File: src/rtl/instr_fetch_unit.sv
// Instruction fetch unit: single-outstanding imem requester feeding a small
// {pc,instr} prefetch FIFO, with redirect flush and in-flight drop handling.
module instr_fetch_unit #(
  parameter logic [63:0] RESET_PC = 64'h0,
  parameter int          DEPTH    = 2
) (
  input  logic        clk,
  input  logic        rst,
  output logic        imem_req,
  output logic [63:0] imem_addr,
  input  logic        imem_ack,
  input  logic [31:0] imem_rdata,
  input  logic        redirect,
  input  logic [63:0] redirect_pc,
  output logic        out_valid,
  input  logic        out_ready,
  output logic [31:0] out_instr,
  output logic [63:0] out_pc
);

  localparam int PTR_W = (DEPTH > 1) ? $clog2(DEPTH) : 1;
  localparam int CNT_W = $clog2(DEPTH + 1);
  localparam logic [CNT_W-1:0] DEPTH_C  = CNT_W'(DEPTH);
  localparam logic [PTR_W-1:0] LAST_PTR = PTR_W'(DEPTH - 1);

  typedef enum logic [1:0] {IDLE, REQ, DROP} state_t;

  state_t           state;
  logic             req_q;
  logic [63:0]      req_addr;
  logic [63:0]      fetch_pc;
  logic [PTR_W-1:0] wr_ptr;
  logic [PTR_W-1:0] rd_ptr;
  logic [CNT_W-1:0] count;

  logic [63:0] pc_mem    [DEPTH];
  logic [31:0] instr_mem [DEPTH];

  logic [63:0]      redir_pc;
  logic [63:0]      next_pc;
  logic             push;
  logic             pop;
  logic [CNT_W-1:0] count_after;

  function automatic logic [63:0] align_pc(input logic [63:0] pc);
    return {pc[63:2], 2'b00};
  endfunction

  // Pointers wrap modulo DEPTH, which need not be a power of two.
  function automatic logic [PTR_W-1:0] ptr_inc(input logic [PTR_W-1:0] p);
    return (p == LAST_PTR) ? '0 : p + 1'b1;
  endfunction

  assign redir_pc    = align_pc(redirect_pc);
  assign next_pc     = fetch_pc + 64'd4;
  assign push        = (state == REQ) && imem_ack && !redirect;
  assign pop         = (count != '0) && out_ready && !redirect;
  assign count_after = count + CNT_W'(push) - CNT_W'(pop);

  always_ff @(posedge clk) begin
    if (rst) begin
      state    <= IDLE;
      req_q    <= 1'b0;
      req_addr <= RESET_PC;
      fetch_pc <= RESET_PC;
      count    <= '0;
      wr_ptr   <= '0;
      rd_ptr   <= '0;
    end else begin
      if (redirect) begin
        count    <= '0;
        wr_ptr   <= '0;
        rd_ptr   <= '0;
        fetch_pc <= redir_pc;
      end else begin
        count <= count_after;
        if (push) begin
          wr_ptr   <= ptr_inc(wr_ptr);
          fetch_pc <= next_pc;
        end
        if (pop) rd_ptr <= ptr_inc(rd_ptr);
      end

      // req_addr only moves when a new request is launched, so the address of
      // an abandoned request stays on the bus while DROP waits for its ack.
      case (state)
        IDLE: begin
          if (redirect) begin
            state    <= REQ;
            req_q    <= 1'b1;
            req_addr <= redir_pc;
          end else if (count < DEPTH_C) begin
            state    <= REQ;
            req_q    <= 1'b1;
            req_addr <= fetch_pc;
          end
        end
        REQ: begin
          if (redirect) begin
            if (imem_ack) req_addr <= redir_pc;
            else          state    <= DROP;
          end else if (imem_ack) begin
            if (count_after < DEPTH_C) begin
              req_addr <= next_pc;
            end else begin
              state <= IDLE;
              req_q <= 1'b0;
            end
          end
        end
        DROP: begin
          if (imem_ack) begin
            state    <= REQ;
            req_addr <= redirect ? redir_pc : fetch_pc;
          end
        end
        default: begin
          state <= IDLE;
          req_q <= 1'b0;
        end
      endcase
    end
  end

  always_ff @(posedge clk) begin
    if (push) begin
      pc_mem[wr_ptr]    <= fetch_pc;
      instr_mem[wr_ptr] <= imem_rdata;
    end
  end

  assign imem_req  = req_q;
  assign imem_addr = req_addr;
  assign out_valid = (count != '0);
  assign out_instr = instr_mem[rd_ptr];
  assign out_pc    = pc_mem[rd_ptr];

endmodule

File: config.mk
export PLATFORM = sky130hd
export DESIGN_NAME = instr_fetch_unit
export DESIGN_NICKNAME = d
export VERILOG_FILES = /design/src/rtl/instr_fetch_unit.sv
export SDC_FILE = /design/constraint.sdc
export NUM_CORES = 1
export LEC_CHECK = 0
export BUFFER_PORTS_ARGS = -buffer_cell sky130_fd_sc_hd__clkbuf_2
export CORE_MARGIN = 1.5
export CORE_UTILIZATION = 30
export CTS_BUF_LIST = sky130_fd_sc_hd__clkbuf_4
export CTS_CLUSTER_DIAMETER = 120
export CTS_CLUSTER_SIZE = 24
export DETAILED_ROUTE_END_ITERATION = 12
export HOLD_SLACK_MARGIN = 0.05
export PLACE_DENSITY = 0.57
export SYNTH_ARGS = -nofsm -noshare
export SYNTH_HDL_FRONTEND = slang
export SYNTH_SLANG_ARGS = --single-unit
File: constraint.sdc
create_clock -name clk -period 14.35 [get_ports clk]
set_input_delay 2.1525 -clock clk [delete_from_list [all_inputs] [get_ports clk]]
set_output_delay 2.1525 -clock clk [all_outputs]
set_load 0.005 [all_outputs]
* Word level (Yosys, flattened, before mapping)
Memories as Yosys holds them, arrays and structs flattened. A register that Yosys moved wholly into a read port is not among the register bits. Cells that the tools add are included.
Storage, ports and cells: register bits after elaboration 135, RAM bits 192, output and inout port bits 162, word-level logic and storage cells 75, memories 2
Cells by class: add/subtract/negate cells 5, magnitude comparators 2, eq/ne operators 11, multiplexer cells 33, bitwise gates (word level) 1, reduce and logical (&&, ||, !) cells 13
Memories:
- pc_mem | words 2, width 64, read ports 1, clocked after memory_dff 1, wr ports 1, RTL line 36 | logic [63:0] pc_mem [DEPTH];
- instr_mem | words 2, width 32, read ports 1, clocked after memory_dff 1, wr ports 1, RTL line 37 | logic [31:0] instr_mem [DEPTH];
Operators with widths (number):
- $mux W64 | 10
- $pmux W64 S3 | 1
- $add A64 B3 Y64 const B | 1
- $reduce_and A5 Y1 | 3
- $mux W2 | 7
- $mux W1 | 13
- $ne A3 B3 Y1 const B | 4
- $ne A2 B2 Y1 const B | 4
- $pmux W2 S3 | 1
- $logic_and A1 B1 Y1 | 4
- $lt A2 B2 Y1 const B | 2
- $reduce_bool A2 Y1 | 2
- $ne A3 B2 Y1 const B | 1
- $pmux W1 S3 | 1
- $reduce_bool A3 Y1 | 1
- $add A1 B1 Y1 const B | 2
- $add A2 B1 Y2 | 1
- $eq A2 B1 Y1 const B | 1
- $eq A2 B2 Y1 const B | 1
- $logic_not A2 Y1 | 1
- $reduce_or A2 Y1 | 1
- $sub A2 B1 Y2 | 1
- $logic_not A1 Y1 | 1
- $not A1 Y1 | 1

* Logic depth before layout (Yosys ltp)
Gate-level depths: netlist of the first run.
word-level depth 10, gate-level depth with buffers 18, gate-level depth less buffers 12

* Worst setup path after synthesis of the first run
Ideal clock, no wire load.
path kind input to register, start input redirect, end memory instr_mem[0][0] (enable), arrival time 6518 ps, required time 13803 ps, setup slack 7285 ps, stages 4, path buffers 1, cell sequence clkbuf_1 -> nor2_1 -> nand2_1 -> nor2_1
On the way: longest elaborated chain between the ends 4
Ends and longest elaborated chain:
- from (decl) | RTL line 13 | input logic redirect,
- $logic_not A1 Y1 | RTL line 56 | assign push = (state == REQ) && imem_ack && !redirect;
- $logic_and A1 B1 Y1 | RTL line 56
- $mux W1 | RTL line 126 | if (push) begin
- $mux W1 (implied by the code) | RTL line 128 | instr_mem[wr_ptr] <= imem_rdata;
- to (decl) | RTL line 37
Every way passes these cells.

* Worst setup path after layout of the first run
start input redirect, end register req_addr[34], in the netlist imem_addr[34]
On the way: longest elaborated chain between the ends 7
Ends and longest elaborated chain:
- $logic_not A1 Y1 | RTL line 56, 57
- $logic_and A1 B1 Y1 | RTL line 56
- $add A2 B1 Y2 | RTL line 58 | assign count_after = count + CNT_W'(push) - CNT_W'(pop);
- $sub A2 B1 Y2 | RTL line 58
- $lt A2 B2 Y1 | RTL line 103 | if (count_after < DEPTH_C) begin
- $ne A3 B2 Y1 (no source line)
- $reduce_and A5 Y1 (no source line)
- to (signal assigned) | RTL line 100 | if (imem_ack) req_addr <= redir_pc;
- to (signal assigned) | RTL line 104 | req_addr <= next_pc;
- to (signal assigned) | RTL line 114 | req_addr <= redirect ? redir_pc : fetch_pc;
- to (decl) | RTL line 30 | logic [63:0] req_addr;
Several ways; a longest one is shown, not always the timed one. The select of a mux whose other input is x is not followed. A chain may end at the register's enable or synchronous reset.

==> results.md, run 1 <==
* First-pass GRT wire length at roughly 68 mm
* Synth Area in XOR/XNOR at 0.06183
* CP Max Fanout at 62
* Sequential power share at 0.655
* Setup CP Type: in2reg
* Number of max-cap violations at 0
* Pwr dens at 97.31 mW/mm2
* FF/Latch Area at slightly above 0.008 mm2
* Die H at ~220 um
* Post-Synth Adder-Cell Area at 0.003241
* Reg2reg start: state[0]
* Unique cell type count in the Yosys netlist at 70
* Layout Skew at between 0.06 and 0.07 ns
* Max_slew headroom at 0.2514
* Pins Over Slew Limit at 0
* CP startpoint: redirect
* Synth area leader: edfxtp_1
* H-tree Lvls at 1
* Worst Tran Pin Value at around 1.1 ns
* Average cell area after synthesis at between 10 and 15 um2
* 1st-pass router iterations at 8
* Fin nets at 1608
* Total power at around 1.6 mW
* Async SR Flop Fraction at 0
* Syn Inst Count at around 1300
* Switching portion of total power at 0.2735
* Io pins at 263
* Largest net degree at the start of global routing at 73
* Comb power frac at 0.113
* Iter 0 DRT Violations at approximately 740
* Status: complete, no violations
* Aggregate routed wire length at ~47 mm
* Post-synth EDFFs at about 190
* F_max at 192.7 MHz
* Multiplexer share of the synthesized area at 0.07625
* Grt ovf at 0
* Crit end category: flop
* Layout cells sized above 1 at 0.2781
* Min-delay worst type: reg2reg
* Synth warn at 0
* RD Place Congestion at approximately 0.87
* Clk buf depth at 3
* Min Tclk post-route at 5.188 ns
* Critical path data arrival time at around 6 ns
* Origin of the worst min-delay path: imem_addr[30]
* Main combinational cell family by area after synthesis: simple AND/OR/NAND/NOR gates
* Hpwl dp at approximately 33 mm
* Starting Density at 0.3060
* Width of the chip at between 200 and 250 um
* Top FF cell, synth: edfxtp_1
* Vias in the first global route at roughly 11000
* Vias after detailed routing at between 10000 and 15000
* Post-Synth Simple-Gate Area at 0.1544
* CORE AREA at roughly 0.048 mm2
* Total negative slack at 0 ns
* Post-synthesis sequential area ratio at 0.5649
* GRT Total Usage at 0.1794
* CP Launch Type: input pin
* RSZ-0062 raised after global routing: false
* Number of setup buffers added after CTS at 0
* Hold Fails Final Rpt at 0
* Row count at 80
* TritonCTS buffer count at 17
* Setup violators final at 0
* Top cell type's share of synthesized area at 0.3848
* CTS resizes at 0
* NetSw at roughly 0.44 mW
* Post-route DRC at 0
* Slowest library cell on the worst path: buf_4
* Clock network fraction of design power at 0.232
* CP Data Required Time at approximately 15 ns
* Tcrit/Tclk final at 0.3616
* TritonCTS clock tree: done
* Internal at between 1 and 1.5 mW
* Multi-input gate area at about 0.006 mm2
* Compound-Gate Fraction of Synth Area at 0.1027
* VDD IR max at approximately 45 uV
* Clk slew on worst S/H paths at 0.25 ns
* Clk_lat worst skew at a little under 0.8 ns
* Area grow syn2layout at 13.24%
* Final ANT Viol Nets at 0
* Antenna violations before repair at 6
* Mean routed wirelength per cell at 21.90 um
* Root buf cell: clkbuf_4
* Die area at roughly 0.05 mm2
* # clock sinks at between 300 and 400
* Via-to-Cell Ratio at about 5.2
* CP max stage delay at ~0.62 ns
* CTS hold repair buffers at 0
* Filler Cells Inserted at approximately 4800
* Synthesized area at around 0.015 mm2
* Synth Register Bits at 320
* Port buffer count at roughly 260
* Largest cells by area after synthesis: edfxtp_1 38%, dfxtp_1 18%, mux2_2 7.2%, xnor2_1 3.8%, nor2_1 3.1%
* Ordered cell list for the critical path: clkbuf_2 -> nor2_1 -> nand2_1 -> ha_1 -> inv_1 -> ha_1 -> xnor3_1 -> mux2i_1 -> a21o_4 -> buf_4 -> nor2_1 -> buf_4 -> a2111oi_0
* Leakage at roughly 5.7 nW
[sequential cells by signal, indices dropped and copies added (netlist names), named ones only]
name / flops
wr_ptr: 1
imem_req: 1
instr_mem: 64
pc_mem: 124
fetch_pc: 62
count: 2
imem_addr: 62
state: 2
rd_ptr: 1
[cell type report]
type                            instances  area share
Sequential cell                       320      0.4991
Inverter                               11    0.002636
Clock inverter                          2    0.001054
Multi-Input combinational cell        882      0.3539
Antenna cell                            2   0.0003013
Clock buffer                           27     0.01220
Tap cell                              615     0.04632
Timing Repair Buffer                  272     0.08450
[final timing paths]
| check | endpoint | cells past startpoint | slack, ns |
|---|---|---|---|
| worst min register to register | imem_addr[30] | 2 | 0.48 |
| worst max-delay path | imem_addr[34] | 13 | 9.16 |
| worst min-delay path | imem_addr[30] | 2 | 0.48 |
| worst max register to register | imem_addr[34] | 13 | 10.35 |
[Yosys cell counts (all sizes together), types with 8 or more instances]
library cell and count:
a311oi 12, nand2 82, o21ai 35, o211ai 8
o21a 11, dfxtp 132, xor2 37, nand3 53
buf 34, o211a 8, and3 15, a211oi 55
nor3 50, nor4 22, a21oi 63, nand4 40
nand2b 10, xnor2 64, mux2 94, or3 15
inv 10, clkbuf 61, nor2 123, edfxtp 188
[layout by cell type (no fill, tap or decap), types with 5 or more instances in the layout]
cell      count
nor4_1       18
inv_1         9
a311oi_1     12
xor2_1       37
clkbuf_2    255
mux2_2       94
a211oi_1     55
nor3_1       49
or3_1        13
and3_1       14
o21a_1       11
o211a_1       8
edfxtp_1    188
buf_4        17
nand2_1      82
xnor2_1      64
mux2i_1       6
nor2b_1       5
o211ai_1      8
nand2b_1     10
clkbuf_4     27
dfxtp_1     131
o31ai_1       6
o21ai_0      35
nand4_1      38
nor2_1      122
and4_1        5
nand3_1      53
a31oi_1       7
a21oi_1      63
[power groups by stage]
| stage | Combinational (mW) | Clock [mW] | Sequential, mW |
|---|---|---|---|
| 6_report | 0.183 | 0.375 | 1.06 |
| 4_1_cts | 0.184 | 0.395 | 1.06 |
| 2_1_floorplan | 0.114 | 0 | 1.06 |
| 5_1_grt | 0.200 | 0.421 | 1.07 |
| 3_5_place_dp | 0.183 | 0 | 1.08 |
| 3_3_place_gp | 0.181 | 0 | 1.08 |
[critical path: cells and delay by family]
kind                       cells  cell delay (ns)
AOI/OAI and AO/OA              2             0.82
adders and majority gates      2             0.47
xor gates and xnor gates       1             0.26
muxes                          1             0.24
buffers and inverters          4             1.29
and+or+nand+nor                3             0.57
[kinds of logic (layout without fill, tap and decap cells)]
group,count (synthesis),in the layout
other,1,6
AO/OA/AOI/OAI,226,226
multiplexers,100,100
adder cells (fa/ha/maj),4,4
flip-flops,320,320
AND/OR/NAND/NOR,446,446
buffers and inverters,107,312
XOR/XNOR,102,102
[metrics by stage]
stage / hold WS [ns] / instances / area (um2) / worst slack [ns] / utilization
final: 0.4756 / 2131 / 16610 / 9.162 / 0.3465
after global routing: 0.4863 / 2131 / 16610 / 8.866 / 0.3465
after CTS: 0.4757 / 2129 / 16610 / 9.010 / 0.3464
after detailed placement: 0.4479 / 2100 / 16390 / 8.338 / 0.3418
after global placement: 0.4451 / 2100 / 16390 / 8.415 / 0.3418
after floorplan: 0.4202 / 1309 / 14680 / 7.285 / -
[layer usage]
metal	part of all wire	global-route usage	wire length, um
met5	0.0012	0	56
met3	0.069	0.03673	3206
met1	0.44	0.2401	20620
met2	0.46	0.2912	21540
met4	0.027	0.05427	1253
(Power assumes the default switching activity.)
==> inputs of run 2 (changes only) <==
--- a/config.mk
+++ b/config.mk
@@ -13,7 +13,7 @@
 export CTS_CLUSTER_SIZE = 24
 export DETAILED_ROUTE_END_ITERATION = 12
 export HOLD_SLACK_MARGIN = 0.05
-export PLACE_DENSITY = 0.57
+export PLACE_DENSITY = 0.59
 export SYNTH_ARGS = -nofsm -noshare
 export SYNTH_HDL_FRONTEND = slang
 export SYNTH_SLANG_ARGS = --single-unit
==> constraint.sdc (replaced) <==
create_clock -name clk -period 4.36 [get_ports clk]
set_input_delay 0.654 -clock clk [delete_from_list [all_inputs] [get_ports clk]]
set_output_delay 0.654 -clock clk [all_outputs]
set_load 0.005 [all_outputs]
==> run 2 against run 1 <==
Combinational power grew to 3.5 times the previous value. Worst setup slack lost 8.1 ns. Clock-buffer cell count is the same. Clock power grew to 3.4 times the previous value. Highest routed layer unchanged. Critical path depth shrank 1. Utilization grew 1.1 points. Sequential power grew to 3.3 times the previous value. Critical path type is now reg2reg. First-iteration DRC count grew 48%. Final area grew 3.1%. Largest cell class unchanged.
==> results.md, run 2 (synthesized netlist as in run 1, its figures left out) <==
* Die area at 0.05024 mm2
* Io pins at 263
* Tcrit/Tclk final at 0.7665
* Final ANT Viol Nets at 0
* VDD IR max at between 150 and 200 uV
* Origin of the worst min-delay path: redirect_pc[12]
* Status: complete, no violations
* Width of the chip at between 200 and 250 um
* CORE AREA at approximately 0.048 mm2
* Largest net degree at the start of global routing at 92
* H-tree Lvls at 1
* Max_slew headroom at 0.2804
* Post-route DRC at 0
* Clk slew on worst S/H paths at between 0.2 and 0.3 ns
* Row count at 80
* Antenna violations before repair at 9
* Layout cells sized above 1 at 0.2734
* Worst hold path stage count at 2
* Total negative slack at 0 ns
* Hold Fails Final Rpt at 0
* Leakage at between 5 and 6 nW
* Commonest non-fill, non-tap cell in the layout: clkbuf_2
* Aggregate routed wire length at 46.39 mm
* Port buffer count at between 200 and 300
* Hpwl dp at approximately 32 mm
* Area grow syn2layout at 16.72%
* F_max at between 200 and 300 MHz
* TritonCTS clock tree: done
* Via-to-Cell Ratio at 5.209
* Clk buf depth at 3
* Number of setup buffers added after CTS at 0
* Layout Skew at around 0.060 ns
* Worst reg2reg setup slack at 1.02 ns
* Reg2reg start: state[1]
* Critical path data arrival time at roughly 4 ns
* First-pass GRT wire length at 68.66 mm
* Worst reg2reg path endpoint: imem_addr[34]
* Filler Cells Inserted at a little under 5000
* Setup violators final at 0
* Worst hold slack at 0.1292 ns
* Crit end category: flop
* Pwr dens at ~320 mW/mm2
* Largest register by flop count: pc_mem
* TritonCTS buffer count at 17
* Number of max-cap violations at 0
* 1st-pass router iterations at 5
* Min-delay worst type: in2reg
* RD Place Congestion at ~0.90
* Iter 0 DRT Violations at 1090
* Vias after detailed routing at 11340
* FF-to-FF path depth at 12
* Starting Density at 0.3060
* Largest regs: pc_mem (124), instr_mem (64)
* Vias in the first global route at 10950
* GRT Total Usage at 0.1797
* Commonest cells after routing, fill and taps aside: 255 x clkbuf_2, 188 x edfxtp_1, 131 x dfxtp_1, 122 x nor2_1, 94 x mux2_2
* Pins Over Slew Limit at 0
* Grt ovf at 0
* Max reg flops at ~120
* CP Data Required Time at between 5 and 6 ns
* Hold Path End: fetch_pc[12]
* CP Launch Type: flop
* Worst Tran Pin Value at 1.070 ns
* Clk_lat worst skew at between 0.7 and 0.8 ns
* Min Tclk post-route at 3.342 ns
* Fin nets at approximately 1700
* Root buf cell: clkbuf_4
* # clock sinks at 320
* Mean routed wirelength per cell at approximately 21 um
* CP Max Fanout at 49
* Die H at around 220 um
* Setup CP Type: reg2reg
* RSZ-0062 raised after global routing: false
-- run 2: worst max-delay path by stage --
stage | startpoint | endpoint | slack [ns] | depth (start not counted)
2_1_floorplan | state[0] | instr_mem[0][0] | 0.30 | 7
6_report | state[1] | imem_addr[34] | 1.02 | 12
4_1_cts | flop | out_pc[63] | 0.95 | 3
3_5_place_dp | redirect | imem_addr[34] | 0.90 | 12
3_3_place_gp | redirect | imem_addr[34] | 0.97 | 12
5_1_grt | state[1] | imem_addr[34] | 0.74 | 12
-- run 2: final cells by class --
type | count | area [um2] | area share
clock inverter | 2 | 46.29 | 0.002704
tap | 615 | 769.5 | 0.04494
inverter | 11 | 43.79 | 0.002558
clock buffer | 27 | 202.7 | 0.01184
antenna | 3 | 7.507 | 0.0004384
sequential | 320 | 8292 | 0.4843
multi-input combinational | 882 | 5879 | 0.3434
timing repair buffer | 316 | 1882 | 0.1099
-- run 2: layer usage --
metal	global-route usage	part of all wire	up-vias
met5	0	0.0013	-
li1	-	-	5317
met2	0.2907	0.46	454
met3	0.04945	0.089	74
met4	0.05449	0.025	10
met1	0.2333	0.42	5480
-- run 2: worst max-delay path, stage by stage, from the launching register on --
cell and delay (ns):
dfxtp_1 0.47, nand2b_1 0.21, nor2_1 0.17, nand2_1 0.16, ha_1 0.33, inv_1 0.06, ha_1 0.14, xnor3_1 0.26
mux2i_1 0.24, a21o_4 0.51, nor2_1 0.08, buf_4 0.25, a2111oi_0 0.36
-- run 2: what timing repair did --
item,in CTS,in global routing
endpoints found under the hold margin,71,0
endpoints found under the setup margin,0,0
hold buffers,39,0
resized for setup,0,0
-- run 2: metrics by stage --
step | power (mW) | utilization | setup WS (ns) | instance area (um2) | std cells
floorplan | 3.853 | - | 0.3025 | 14680 | 1309
global placement | 4.138 | 0.3436 | 0.9651 | 16480 | 2105
detailed placement | 4.152 | 0.3436 | 0.9012 | 16480 | 2105
CTS | 5.475 | 0.3570 | 0.9544 | 17120 | 2173
global route | 5.650 | 0.3571 | 0.7424 | 17120 | 2176
finish | 5.406 | 0.3571 | 1.018 | 17120 | 2176
-- run 2: where the power goes --
| part | total (mW) | internal (mW) | leakage [nW] | switching, mW |
|---|---|---|---|---|
| clock network | 1.29 | 0.345 | 0.145 | 0.943 |
| registers | 3.49 | 3.33 | 2.81 | 0.154 |
| logic | 0.632 | 0.273 | 2.99 | 0.359 |
| total | 5.41 | 3.95 | 5.95 | 1.46 |
